$ cat config.mk
export PLATFORM = sky130hd
export DESIGN_NAME = i2c_cmd_sequencer_flat
export DESIGN_NICKNAME = d
export VERILOG_FILES = /design/src/rtl/i2c_seq_pkg.sv /design/src/rtl/i2c_cmd_sequencer_if.sv /design/src/rtl/sync_2ff.sv /design/src/rtl/i2c_cmd_sequencer.sv /design/src/flat_wrapper.sv
export SDC_FILE = /design/constraint.sdc
export NUM_CORES = 1
export LEC_CHECK = 0
export CAP_MARGIN = 0
export CORE_ASPECT_RATIO = 1.2
export CORE_MARGIN = 5
export CORE_UTILIZATION = 53
export CTS_BUF_LIST = sky130_fd_sc_hd__clkbuf_8
export DETAILED_ROUTE_END_ITERATION = 7
export GPL_ROUTABILITY_DRIVEN = 0
export PLACE_DENSITY_LB_ADDON = 0.05
export SKIP_CTS_REPAIR_TIMING = 1
export SLEW_MARGIN = 20
export SYNTH_ARGS = -nofsm -noshare
export SYNTH_HDL_FRONTEND = slang
export SYNTH_SLANG_ARGS = --single-unit
$ cat constraint.sdc
create_clock -name CLK40 -period 3.3 [get_ports CLK40]
set_input_delay 0.495 -clock CLK40 [delete_from_list [all_inputs] [get_ports CLK40]]
set_output_delay 0.495 -clock CLK40 [all_outputs]
set_load 0.03 [all_outputs]
$ cat src/rtl/i2c_seq_pkg.sv
// Shared definitions for the I2C command sequencer.
//  - state_t     : sequencer FSM state encoding
//  - Stat*       : bit positions inside STATUS
//  - n_byte_word : layout of the word written with I2C_LOAD_N_BYTE
package i2c_seq_pkg;

  typedef enum logic [2:0] {
    StIdle,
    StArb,
    StLdnb,
    StLdad,
    StWrb,
    StExec,
    StRun,
    StDone
  } state_t;

  localparam int unsigned StatNack = 0;
  localparam int unsigned StatTmo  = 1;
  localparam int unsigned StatLen  = 2;

  // Largest byte count the interface buffer holds; also the read-back counter ceiling.
  localparam int unsigned LenMax = 15;

  // Byte-count word: {LEN[3:0], RD, 3'b000}
  function automatic logic [7:0] n_byte_word(input logic [3:0] len, input logic rd);
    return {len, rd, 3'b000};
  endfunction

endpackage

$ cat src/rtl/i2c_cmd_sequencer_if.sv
// Bundle of requester-side and I2C-interface-side signals of the command sequencer.
//  master : sequencer view (drives GNT/WD_RD/RD_*/DONE/STATUS and all I2C_* controls)
//  slave  : environment view (requesters plus the I2C_intrf instances)
interface i2c_cmd_sequencer_if #(
  parameter int unsigned N_DEV = 4,
  parameter int unsigned DEVW  = 2
);
  // Requester side, bit/byte slices ordered [R1, R0]
  logic [1:0]        REQ;
  logic [2*DEVW-1:0] REQ_DEV;
  logic [1:0]        REQ_RD;
  logic [7:0]        REQ_LEN;
  logic [15:0]       REQ_ADDR;
  logic [1:0]        GNT;
  logic [15:0]       WD_DATA;
  logic [1:0]        WD_RD;
  logic [7:0]        RD_DATA;
  logic [1:0]        RD_VLD;
  logic [1:0]        DONE;
  logic [2:0]        STATUS;
  // I2C_intrf side
  logic [N_DEV-1:0]  I2C_DEV_SEL;
  logic              I2C_LOAD_N_BYTE;
  logic              I2C_LOAD_ADDR;
  logic [3:0]        I2C_WRT_ADDR;
  logic [7:0]        I2C_WRT_DATA;
  logic              I2C_WRT_ENA;
  logic              I2C_EXECUTE;
  logic              I2C_READY;
  logic              I2C_RBK_WE;
  logic [7:0]        I2C_RBK_DATA;
  logic              I2C_S_NACK;

  modport master (
    input  REQ, REQ_DEV, REQ_RD, REQ_LEN, REQ_ADDR, WD_DATA,
    input  I2C_READY, I2C_RBK_WE, I2C_RBK_DATA, I2C_S_NACK,
    output GNT, WD_RD, RD_DATA, RD_VLD, DONE, STATUS,
    output I2C_DEV_SEL, I2C_LOAD_N_BYTE, I2C_LOAD_ADDR, I2C_WRT_ADDR, I2C_WRT_DATA,
    output I2C_WRT_ENA, I2C_EXECUTE
  );

  modport slave (
    output REQ, REQ_DEV, REQ_RD, REQ_LEN, REQ_ADDR, WD_DATA,
    output I2C_READY, I2C_RBK_WE, I2C_RBK_DATA, I2C_S_NACK,
    input  GNT, WD_RD, RD_DATA, RD_VLD, DONE, STATUS,
    input  I2C_DEV_SEL, I2C_LOAD_N_BYTE, I2C_LOAD_ADDR, I2C_WRT_ADDR, I2C_WRT_DATA,
    input  I2C_WRT_ENA, I2C_EXECUTE
  );

endinterface

$ cat src/rtl/sync_2ff.sv
// Two-flop synchronizer for a single level signal, resets to 0.
//  clk_i  : destination clock
//  rst_ni : asynchronous active-low reset
//  d_i    : asynchronous input level
//  q_o    : synchronized level
module sync_2ff (
  input  logic clk_i,
  input  logic rst_ni,
  input  logic d_i,
  output logic q_o
);

  logic meta_q;
  logic sync_q;

  always_ff @(posedge clk_i or negedge rst_ni) begin
    if (!rst_ni) begin
      meta_q <= 1'b0;
      sync_q <= 1'b0;
    end else begin
      meta_q <= d_i;
      sync_q <= meta_q;
    end
  end

  assign q_o = sync_q;

endmodule

$ cat src/rtl/i2c_cmd_sequencer.sv
// Shares a bank of I2C_intrf instances between two requesters (R0 slow-control, R1 power-up
// init). Per granted request it selects the device, loads byte count and register address,
// fills the write buffer, fires EXECUTE, waits for completion with a timeout, forwards
// read-back bytes and reports STATUS with DONE. Round-robin arbitration.
//  CLK40, RST_N : 40 MHz clock, asynchronous active-low reset
//  bus          : requester handshake and I2C interface controls (master modport)
module i2c_cmd_sequencer
  import i2c_seq_pkg::*;
#(
  parameter int unsigned N_DEV   = 4,
  parameter int unsigned DEVW    = 2,
  parameter int unsigned TMO_CYC = 40000
) (
  input logic                 CLK40,
  input logic                 RST_N,
  i2c_cmd_sequencer_if.master bus
);

  localparam int unsigned TmoW = $clog2(TMO_CYC + 1);

  logic rdy_s, nack_s;

  sync_2ff u_sync_rdy  (.clk_i(CLK40), .rst_ni(RST_N), .d_i(bus.I2C_READY),  .q_o(rdy_s));
  sync_2ff u_sync_nack (.clk_i(CLK40), .rst_ni(RST_N), .d_i(bus.I2C_S_NACK), .q_o(nack_s));

  state_t          state_q, state_d;
  logic            last_q, last_d;       // requester served most recently
  logic            req_q, req_d;         // requester owning the current transaction
  logic [DEVW-1:0] dev_q, dev_d;
  logic            rd_q, rd_d;
  logic [3:0]      len_q, len_d;
  logic [7:0]      addr_q, addr_d;
  logic            lerr_q, lerr_d;       // rejected descriptor: no bus activity at all
  logic [3:0]      wcnt_q, wcnt_d;
  logic [TmoW-1:0] tmo_q, tmo_d;
  logic            tmo_hit_q, tmo_hit_d;
  logic [3:0]      rbk_cnt_q, rbk_cnt_d;
  logic [7:0]      rd_data_q, rd_data_d;
  logic [1:0]      rd_vld_q, rd_vld_d;

  logic             pick;
  logic [DEVW-1:0]  pick_dev;
  logic [3:0]       pick_len;
  logic             tmo_exp;
  logic [N_DEV-1:0] dev_onehot;

  // Both requesting: serve the one not served last.
  assign pick     = (bus.REQ == 2'b11) ? ~last_q : bus.REQ[1];
  assign pick_dev = pick ? bus.REQ_DEV[2*DEVW-1:DEVW] : bus.REQ_DEV[DEVW-1:0];
  assign pick_len = pick ? bus.REQ_LEN[7:4] : bus.REQ_LEN[3:0];
  assign tmo_exp  = 32'(tmo_q) >= TMO_CYC;

  always_comb begin
    dev_onehot        = '0;
    dev_onehot[dev_q] = 1'b1;
  end

  assign bus.RD_DATA = rd_data_q;
  assign bus.RD_VLD  = rd_vld_q;

  always_comb begin
    state_d   = state_q;
    last_d    = last_q;
    req_d     = req_q;
    dev_d     = dev_q;
    rd_d      = rd_q;
    len_d     = len_q;
    addr_d    = addr_q;
    lerr_d    = lerr_q;
    wcnt_d    = wcnt_q;
    tmo_d     = tmo_q;
    tmo_hit_d = tmo_hit_q;
    rbk_cnt_d = rbk_cnt_q;
    rd_data_d = rd_data_q;
    rd_vld_d  = '0;

    bus.GNT             = '0;
    bus.WD_RD           = '0;
    bus.DONE            = '0;
    bus.STATUS          = '0;
    bus.I2C_DEV_SEL     = '0;
    bus.I2C_LOAD_N_BYTE = 1'b0;
    bus.I2C_LOAD_ADDR   = 1'b0;
    bus.I2C_WRT_ADDR    = '0;
    bus.I2C_WRT_DATA    = '0;
    bus.I2C_WRT_ENA     = 1'b0;
    bus.I2C_EXECUTE     = 1'b0;

    if (state_q inside {StLdnb, StLdad, StWrb, StExec, StRun, StDone} && !lerr_q) begin
      bus.I2C_DEV_SEL = dev_onehot;
    end

    unique case (state_q)
      StIdle: begin
        // Interface busy (READY low) holds off any grant.
        if (|bus.REQ && rdy_s) state_d = StArb;
      end
      StArb: begin
        if (|bus.REQ) begin
          bus.GNT[pick] = 1'b1;
          req_d     = pick;
          last_d    = pick;
          dev_d     = pick_dev;
          rd_d      = bus.REQ_RD[pick];
          len_d     = pick_len;
          addr_d    = pick ? bus.REQ_ADDR[15:8] : bus.REQ_ADDR[7:0];
          wcnt_d    = '0;
          rbk_cnt_d = '0;
          tmo_hit_d = 1'b0;
          lerr_d    = (pick_len == 4'd0) || (32'(pick_dev) >= N_DEV);
          state_d   = lerr_d ? StDone : StLdnb;
        end else begin
          state_d = StIdle;
        end
      end
      StLdnb: begin
        bus.I2C_LOAD_N_BYTE = 1'b1;
        bus.I2C_WRT_DATA    = n_byte_word(len_q, rd_q);
        state_d             = StLdad;
      end
      StLdad: begin
        bus.I2C_LOAD_ADDR = 1'b1;
        bus.I2C_WRT_DATA  = addr_q;
        tmo_d             = '0;
        state_d           = rd_q ? StExec : StWrb;
      end
      StWrb: begin
        bus.WD_RD[req_q] = 1'b1;
        bus.I2C_WRT_ENA  = 1'b1;
        bus.I2C_WRT_ADDR = wcnt_q;
        bus.I2C_WRT_DATA = req_q ? bus.WD_DATA[15:8] : bus.WD_DATA[7:0];
        wcnt_d           = wcnt_q + 4'd1;
        if (wcnt_q == len_q - 4'd1) state_d = StExec;
      end
      StExec: begin
        tmo_d = tmo_q + TmoW'(1);
        if (tmo_exp) begin
          tmo_hit_d = 1'b1;
          state_d   = StDone;
        end else begin
          bus.I2C_EXECUTE = 1'b1;
          if (!rdy_s) state_d = StRun;
        end
      end
      StRun: begin
        tmo_d = tmo_q + TmoW'(1);
        if (rd_q && bus.I2C_RBK_WE) begin
          rd_data_d       = bus.I2C_RBK_DATA;
          rd_vld_d[req_q] = 1'b1;
          if (rbk_cnt_q != 4'(LenMax)) rbk_cnt_d = rbk_cnt_q + 4'd1;
        end
        if (tmo_exp) begin
          tmo_hit_d = 1'b1;
          state_d   = StDone;
        end else if (rdy_s) begin
          state_d = StDone;
        end
      end
      StDone: begin
        bus.DONE[req_q] = 1'b1;
        if (lerr_q) begin
          bus.STATUS[StatLen] = 1'b1;
        end else begin
          bus.STATUS[StatNack] = nack_s;
          bus.STATUS[StatTmo]  = tmo_hit_q;
          bus.STATUS[StatLen]  = rd_q && (rbk_cnt_q != len_q);
        end
        state_d = StIdle;
      end
      default: state_d = StIdle;
    endcase
  end

  always_ff @(posedge CLK40 or negedge RST_N) begin
    if (!RST_N) begin
      state_q   <= StIdle;
      last_q    <= 1'b1;  // R1 "served last" so R0 wins the first tie
      req_q     <= 1'b0;
      dev_q     <= '0;
      rd_q      <= 1'b0;
      len_q     <= '0;
      addr_q    <= '0;
      lerr_q    <= 1'b0;
      wcnt_q    <= '0;
      tmo_q     <= '0;
      tmo_hit_q <= 1'b0;
      rbk_cnt_q <= '0;
      rd_data_q <= '0;
      rd_vld_q  <= '0;
    end else begin
      state_q   <= state_d;
      last_q    <= last_d;
      req_q     <= req_d;
      dev_q     <= dev_d;
      rd_q      <= rd_d;
      len_q     <= len_d;
      addr_q    <= addr_d;
      lerr_q    <= lerr_d;
      wcnt_q    <= wcnt_d;
      tmo_q     <= tmo_d;
      tmo_hit_q <= tmo_hit_d;
      rbk_cnt_q <= rbk_cnt_d;
      rd_data_q <= rd_data_d;
      rd_vld_q  <= rd_vld_d;
    end
  end

endmodule

$ cat src/flat_wrapper.sv
// flat-port wrapper written by rule: the top's interface ports become plain ports
module i2c_cmd_sequencer_flat import i2c_seq_pkg::*;
#(
  parameter int unsigned N_DEV   = 4,
  parameter int unsigned DEVW    = 2,
  parameter int unsigned TMO_CYC = 40000
)
  (CLK40, RST_N, bus_REQ, bus_REQ_DEV, bus_REQ_RD, bus_REQ_LEN, bus_REQ_ADDR, bus_WD_DATA, bus_I2C_READY, bus_I2C_RBK_WE, bus_I2C_RBK_DATA, bus_I2C_S_NACK, bus_GNT, bus_WD_RD, bus_RD_DATA, bus_RD_VLD, bus_DONE, bus_STATUS, bus_I2C_DEV_SEL, bus_I2C_LOAD_N_BYTE, bus_I2C_LOAD_ADDR, bus_I2C_WRT_ADDR, bus_I2C_WRT_DATA, bus_I2C_WRT_ENA, bus_I2C_EXECUTE);
  i2c_cmd_sequencer_if #(.N_DEV(N_DEV), .DEVW(DEVW)) bus_i ();
  input logic CLK40;
  input logic RST_N;
  input wire logic [$bits(bus_i.REQ)-1:0] bus_REQ;
  input wire logic [$bits(bus_i.REQ_DEV)-1:0] bus_REQ_DEV;
  input wire logic [$bits(bus_i.REQ_RD)-1:0] bus_REQ_RD;
  input wire logic [$bits(bus_i.REQ_LEN)-1:0] bus_REQ_LEN;
  input wire logic [$bits(bus_i.REQ_ADDR)-1:0] bus_REQ_ADDR;
  input wire logic [$bits(bus_i.WD_DATA)-1:0] bus_WD_DATA;
  input wire logic [$bits(bus_i.I2C_READY)-1:0] bus_I2C_READY;
  input wire logic [$bits(bus_i.I2C_RBK_WE)-1:0] bus_I2C_RBK_WE;
  input wire logic [$bits(bus_i.I2C_RBK_DATA)-1:0] bus_I2C_RBK_DATA;
  input wire logic [$bits(bus_i.I2C_S_NACK)-1:0] bus_I2C_S_NACK;
  output wire logic [$bits(bus_i.GNT)-1:0] bus_GNT;
  output wire logic [$bits(bus_i.WD_RD)-1:0] bus_WD_RD;
  output wire logic [$bits(bus_i.RD_DATA)-1:0] bus_RD_DATA;
  output wire logic [$bits(bus_i.RD_VLD)-1:0] bus_RD_VLD;
  output wire logic [$bits(bus_i.DONE)-1:0] bus_DONE;
  output wire logic [$bits(bus_i.STATUS)-1:0] bus_STATUS;
  output wire logic [$bits(bus_i.I2C_DEV_SEL)-1:0] bus_I2C_DEV_SEL;
  output wire logic [$bits(bus_i.I2C_LOAD_N_BYTE)-1:0] bus_I2C_LOAD_N_BYTE;
  output wire logic [$bits(bus_i.I2C_LOAD_ADDR)-1:0] bus_I2C_LOAD_ADDR;
  output wire logic [$bits(bus_i.I2C_WRT_ADDR)-1:0] bus_I2C_WRT_ADDR;
  output wire logic [$bits(bus_i.I2C_WRT_DATA)-1:0] bus_I2C_WRT_DATA;
  output wire logic [$bits(bus_i.I2C_WRT_ENA)-1:0] bus_I2C_WRT_ENA;
  output wire logic [$bits(bus_i.I2C_EXECUTE)-1:0] bus_I2C_EXECUTE;
  assign bus_i.REQ = bus_REQ;
  assign bus_i.REQ_DEV = bus_REQ_DEV;
  assign bus_i.REQ_RD = bus_REQ_RD;
  assign bus_i.REQ_LEN = bus_REQ_LEN;
  assign bus_i.REQ_ADDR = bus_REQ_ADDR;
  assign bus_i.WD_DATA = bus_WD_DATA;
  assign bus_i.I2C_READY = bus_I2C_READY;
  assign bus_i.I2C_RBK_WE = bus_I2C_RBK_WE;
  assign bus_i.I2C_RBK_DATA = bus_I2C_RBK_DATA;
  assign bus_i.I2C_S_NACK = bus_I2C_S_NACK;
  assign bus_GNT = bus_i.GNT;
  assign bus_WD_RD = bus_i.WD_RD;
  assign bus_RD_DATA = bus_i.RD_DATA;
  assign bus_RD_VLD = bus_i.RD_VLD;
  assign bus_DONE = bus_i.DONE;
  assign bus_STATUS = bus_i.STATUS;
  assign bus_I2C_DEV_SEL = bus_i.I2C_DEV_SEL;
  assign bus_I2C_LOAD_N_BYTE = bus_i.I2C_LOAD_N_BYTE;
  assign bus_I2C_LOAD_ADDR = bus_i.I2C_LOAD_ADDR;
  assign bus_I2C_WRT_ADDR = bus_i.I2C_WRT_ADDR;
  assign bus_I2C_WRT_DATA = bus_i.I2C_WRT_DATA;
  assign bus_I2C_WRT_ENA = bus_i.I2C_WRT_ENA;
  assign bus_I2C_EXECUTE = bus_i.I2C_EXECUTE;
  i2c_cmd_sequencer #(.N_DEV(N_DEV), .DEVW(DEVW), .TMO_CYC(TMO_CYC)) u_core (.CLK40(CLK40), .RST_N(RST_N), .bus(bus_i));
endmodule
=== Yosys cells after proc, flatten, opt, wreduce, memory -nomap -nowiden ===
Index checks and enable logic that the tools add are counted.

* $add $sub $neg: 4
* Order comparisons: 7
* Equality and inequality tests: 19
* Mux-type cells: 49
* Bitwise gates (word level): 1
* Reductions and logical operators: 23

{| class="wikitable"
|+ Operator list
! operator !! count
|-
| 16-bit case mux with 2 select lines || 1
|-
| 3-bit two-way mux || 9
|-
| 4-bit two-way mux || 6
|-
| 3-bit case mux with 8 select lines || 1
|-
| 8-bit case mux with 3 select lines || 1
|-
| 16-bit by 1-bit adder with 16-bit output (second input constant) || 1
|-
| 16-bit greater-or-equal comparator (second input constant) || 1
|-
| 2-bit two-way mux || 8
|-
| 8-bit two-way mux || 2
|-
| 4-bit case mux with 2 select lines || 2
|-
| 1-bit two-way mux || 15
|-
| 3-bit equality test (second input constant) || 4
|-
| 4-bit by 1-bit adder with 4-bit output (second input constant) || 2
|-
| 4-bit AND reduction || 2
|-
| 2-bit nonzero test || 4
|-
| 1-bit logical AND || 7
|-
| 3-bit by 2-bit equality test with 1-bit output (second input constant) || 2
|-
| 2-bit by 1-bit != test with 1-bit output (second input constant) || 3
|-
| 2-bit != test (second input constant) || 3
|-
| 3-bit by 2-bit != test with 1-bit output (second input constant) || 2
|-
| 2-bit AND reduction || 3
|-
| 6-bit nonzero test || 1
|-
| 4-bit equality test || 1
|-
| 4-bit zero test || 1
|-
| other kinds (17) || 21
|}

* Flip-flop bits (word level): 60
* Input port bits: 61
* Logic and storage cells: 121

=== Depth between registers and ports, before layout ===
* Depth in word-level cells: 8
* Mapped depth: 8
* Mapped depth without buffers: 7

=== Cells and area by module ===
A second synthesis with hierarchy kept.

* Cells, all modules: 330
* Area total of the unflattened synthesis: 3269.4 µm²

{| class="wikitable"
|+ Modules (own cells, without submodules)
! module !! instances !! cells an instance !! area an instance (µm²) !! seq. area each (µm²)
|-
| i2c_cmd_sequencer || 1 || 326 || 3169.3 || 1402.6
|-
| sync_2ff || 2 || 2 || 50.0 || 50.0
|}

=== Worst setup path after synthesis ===
Ideal clock, no wire load.

* Kind: register -> output
* From: register u_core.state_q[0]
* To: output port bus_STATUS[0]
* Arrival: 1812 ps
* Data required time: 2805 ps
* Slack: 993 ps
* Stages on the path, launching flop included: 5
* Buffers on the path: 2
* Path through: dfrtp_1 -> buf_4 -> clkbuf_1 -> nand3_1 -> nor3b_1

* Word-level cells in the longest chain between the ends: 2

{| class="wikitable"
|+ Ends and longest elaborated chain
! what !! RTL line !! RTL
|-
| from (decl) || i2c_cmd_sequencer.sv:26 || <nowiki>state_t state_q, state_d;</nowiki>
|-
| from (signal assigned) || i2c_cmd_sequencer.sv:176 || <nowiki>state_q <= StIdle;</nowiki>
|-
| from (signal assigned) || i2c_cmd_sequencer.sv:191 || <nowiki>state_q <= state_d;</nowiki>
|-
| 3-bit equality test || i2c_cmd_sequencer.sv:93 || <nowiki>unique case (state_q)</nowiki>
|-
| 3-bit two-way mux || i2c_cmd_sequencer.sv:93 ||
|-
| to (decl) || flat_wrapper.sv:27 || <nowiki>output wire logic [$bits(bus_i.STATUS)-1:0] bus_STATUS;</nowiki>
|}

Every way passes these cells.

=== Worst setup path after layout ===
* From: register u_core.state_q[1]
* To: output port bus_I2C_WRT_DATA[0]

* Word-level cells in the longest chain between the ends: 2
* Elaborated cells between the ends (all ways): 4
* Classes of those cells: eq/ne (3); mux (1)

{| class="wikitable"
|+ Ends and longest elaborated chain
! what !! RTL line !! RTL
|-
| 3-bit equality test / 3-bit by 2-bit equality test with 1-bit output (equally long branches) || i2c_cmd_sequencer.sv:93 ||
|-
| 8-bit case mux with 3 select lines * || i2c_cmd_sequencer.sv:93 ||
|-
| to (decl) || flat_wrapper.sv:32 || <nowiki>output wire logic [$bits(bus_i.I2C_WRT_DATA)-1:0] bus_I2C_WRT_DATA;</nowiki>
|}

Mark *: on every way between the ends. The rest lies on a longest branch, timed or not.

==> results.md <==
* Reg2reg setup slack at 1.12 ns
* Min Hold Slack at 0.140 ns
* Wire length per cell at 16.0 um
* Clock Skew at 0.00986 ns
* Slowest CP cell: clkdlybuf4s50_1
* Pwr Total at 3.78 mW
* Drt first pass iters at 4
* Clock Sinks at 60
* FF-to-FF path depth at 6
* Leakage Power at about 2.1 nW
* #FFs+latches synth at 60
* RSZ-0062 raised after global routing: no
* Critical path type: flip-flop to primary output
* Die height at between 90 and 100 um
* CP Capture Type: primary output
* Max H-tree Level at 3
* I/O pin cnt at 100
* Final Non-Filler Cells at 527
* Final wirelength at ~8.5 mm
* Post-synth EDFFs at 0
* First-pass GRT wire length at 13.7 mm
* Smallest setup slack after layout at 0.282 ns
* Register area share after synthesis at 0.455
* Crit path DAT at 2.52 ns
* MaxCap Viol Count at 0
* Ys flop type: dfrtp_1
* Syn-to-layout area delta at 38.7%
* Nets at 506
* Clock Tree Buf Depth at 2
* Setup_tns at 0 ns
* Max Slew Vio Count at 0
* Clk Latency, worst-skew pair at 0.34 ns
* Antenna viol nets, final at 0
* Reg-to-Reg Start: u_core.state_q[2]$_DFFE_PN0P_
* CTS Root Cell: clkbuf_8
* Crit path max-delay family: buffers and inverters
* Via density at approximately 5.5
* Final Instance Area at roughly 4600 um2
* Req. time, crit path at ~2.8 ns
* CTS buffer count at 9
* Mean post-synth cell area at 9.66 um2
* Number of remaining DRC errors at 0
* Clock slew at reported path FFs at ~0.07 ns
* Power per cell area at 826 nW/um2
* Maximum vdd drop at 0.500 mV
* Port Buffer Count at 99
* Yosys warning count at 0
* Most used cell along the critical path: nand2_1
* Max FO, Critical Path at 13
* Vias in the first global route at between 2000 and 3000
* Gate Count Post-Synth at 342
* Core Footprint at 6050 um2
* Total grt overflow at 0
* Crit path from: u_core.state_q[1]$_DFFE_PN0P_
* Via count at 2878
* Initial antenna violation count at 0
* Status: complete, no violations
* CP Buf/Inv Count at 2
* Worst-Margin Slew at 0.642 ns
* Post-synthesis cell area at 3300 um2
* Largest net degree at the start of global routing at 30
* Net Count, Synth at 408
* CP cell instances: nand2_1 -> or2_1 -> inv_2 -> nand2_1 -> o21ai_0 -> clkdlybuf4s50_1
* CP max stage delay at 0.70 ns
* GRT Total Usage at 0.232
* Startpoint types: flip-flop
* Cell Rows at 31
* Setup violators final at 0
* Ys async rst share at 1.00
* Chip Width at 82.1 um
* Initial DRC count at 89
* Final Util at 0.757
* RR Endpoint: u_core.state_q[0]$_DFFE_PN0P_
* Layout cells sized above 1 at 0.103
* Max frequency at 331 MHz
* CTS tree: yes
* # diodes at 0
* Placed insts at between 500 and 600
* Worst slack, placed at 0.573 ns
* Slew headroom at 0.572
* Final hold vios at 0
* Die Area at slightly below 8000 um2
* Final Critical Period at ~3 ns
* Final Cycle Share at 0.915
* Hold Crit Class: input pin to async pin
* Worst Setup EP: bus_I2C_WRT_DATA[0]
* Initial Util at 0.546
* Hpwl dp at 6.48 mm
* Synth cell types at 51
* Cell Area, Placed at about 4300 um2
* CP Depth at 6
## state kept, by name, summed over array words and instances, names as in the netlist, 2 cells and up
signal              cells
u_core.rbk_cnt_q        4
u_core.wcnt_q           4
u_core.len_q            4
u_core.bus.RD_DATA      8
u_core.bus.RD_VLD       2
u_core.tmo_q           16
u_core.addr_q           8
u_core.dev_q            2
u_core.state_q          3
## cell type report
class | count | area, um2
multi-input cells | 253 | 1680
flip-flops and latches | 60 | 1500
fillers | 452 | 1470
repair buffers | 104 | 1020
clock buffers | 11 | 151
well taps | 82 | 103
clock inverters | 5 | 83.8
inverters | 12 | 45.0
## logic make-up (layout without fill, tap and decap cells)
kind of cell             Yosys count  count (layout)  share of synthesized area
AO/OA/AOI/OAI                     62              62                      0.117
XOR/XNOR                          14              14                     0.0394
adder cells (fa/ha/maj)            5               5                     0.0189
buffers and inverters             29             132                     0.0383
flip-flops                        60              60                      0.455
multiplexers                      43              43                      0.135
AND/OR/NAND/NOR                  129             129                      0.196
## report_power, final
group / switching (mW) / internal, mW
Combinational: 0.990 / 0.790
Sequential: 0.290 / 0.952
Clock: 0.293 / 0.467
Total: 1.57 / 2.21
## worst min path at each step
| stage | start | end | slack [ns] | cells past startpoint |
|---|---|---|---|---|
| after floorplan | RST_N | u_core.addr_q[0]$_DFFE_PN0P_ | 0.20 | 0 |
| after global placement | u_core.u_sync_nack.meta_q$_DFF_PN0_ | u_core.u_sync_nack.q_o$_DFF_PN0_ | 0.33 | 0 |
| after detailed placement | u_core.u_sync_nack.meta_q$_DFF_PN0_ | u_core.u_sync_nack.q_o$_DFF_PN0_ | 0.34 | 0 |
| after CTS | RST_N | u_core.tmo_q[8]$_DFFE_PN0P_ | 0.15 | 1 |
| after global routing | RST_N | u_core.tmo_q[8]$_DFFE_PN0P_ | 0.19 | 1 |
| final | RST_N | u_core.tmo_q[12]$_DFFE_PN0P_ | 0.14 | 1 |
## worst register-to-register path: cells and delay by family, from the launching register on
family                 cells  cell delay (ns)
AND/OR/NAND/NOR            4             0.75
buffers and inverters      1             0.34
multiplexers               1             0.27
flip-flops                 1             0.72
## layer usage
layer | GRT usage | share of wire | vias up
li1 | - | - | 1402
met1 | 0.273 | 0.40 | 1378
met2 | 0.402 | 0.53 | 84
met3 | 0.0519 | 0.051 | 14
met4 | 0.101 | 0.020 | 0
met5 | 0 | 0 | -
## cells in the mapped netlist, types with 2 or more instances
cell | count | area, um2
or2_1 | 2 | 12.5
xor2_1 | 6 | 52.6
dfrtp_1 | 59 | 1480
nor2b_1 | 2 | 12.5
nand3_1 | 13 | 65.1
nor2_1 | 23 | 86.3
o22ai_1 | 6 | 37.5
and2_1 | 5 | 31.3
clkbuf_1 | 9 | 33.8
buf_2 | 5 | 25.0
nor3_1 | 3 | 15.0
mux2i_1 | 33 | 330
ha_1 | 5 | 62.6
a222oi_1 | 3 | 30.0
nand2b_1 | 5 | 31.3
o21ai_0 | 9 | 45.0
nand2_1 | 46 | 173
nor4_1 | 4 | 25.0
a31oi_1 | 2 | 12.5
nand4_1 | 6 | 37.5
nor3b_2 | 2 | 25.0
a21oi_1 | 6 | 30.0
and3_1 | 8 | 50.1
xnor2_1 | 7 | 61.3
nor3b_1 | 3 | 22.5
inv_1 | 11 | 41.3
mux2_2 | 9 | 101
o21ai_1 | 24 | 120
a21o_1 | 4 | 30.0
## cells in the final DEF (no fill, tap or decap), types with 2 or more instances in the layout
cell / synthesis / routed
clkdlybuf4s50_1: 0 / 96
dfrtp_1: 59 / 59
nand2_1: 46 / 45
mux2i_1: 33 / 33
o21ai_1: 24 / 24
nor2_1: 23 / 23
nand3_1: 13 / 13
inv_1: 11 / 11
clkbuf_8: 0 / 11
o21ai_0: 9 / 9
mux2_2: 9 / 9
and3_1: 8 / 8
xnor2_1: 7 / 7
buf_4: 1 / 7
o22ai_1: 6 / 6
nand4_1: 6 / 6
a21oi_1: 6 / 6
xor2_1: 6 / 6
nand2b_1: 5 / 5
and2_1: 5 / 5
ha_1: 5 / 5
nor4_1: 4 / 4
a21o_1: 4 / 4
nor3b_1: 3 / 3
nor3_1: 3 / 3
a222oi_1: 3 / 3
or2_1: 2 / 2
nand2_2: 1 / 2
nor3b_2: 2 / 2
nor2b_1: 2 / 2
a31oi_1: 2 / 2
clkinvlp_4: 0 / 2
bufinv_16: 0 / 2
(Power assumes the default switching activity.)
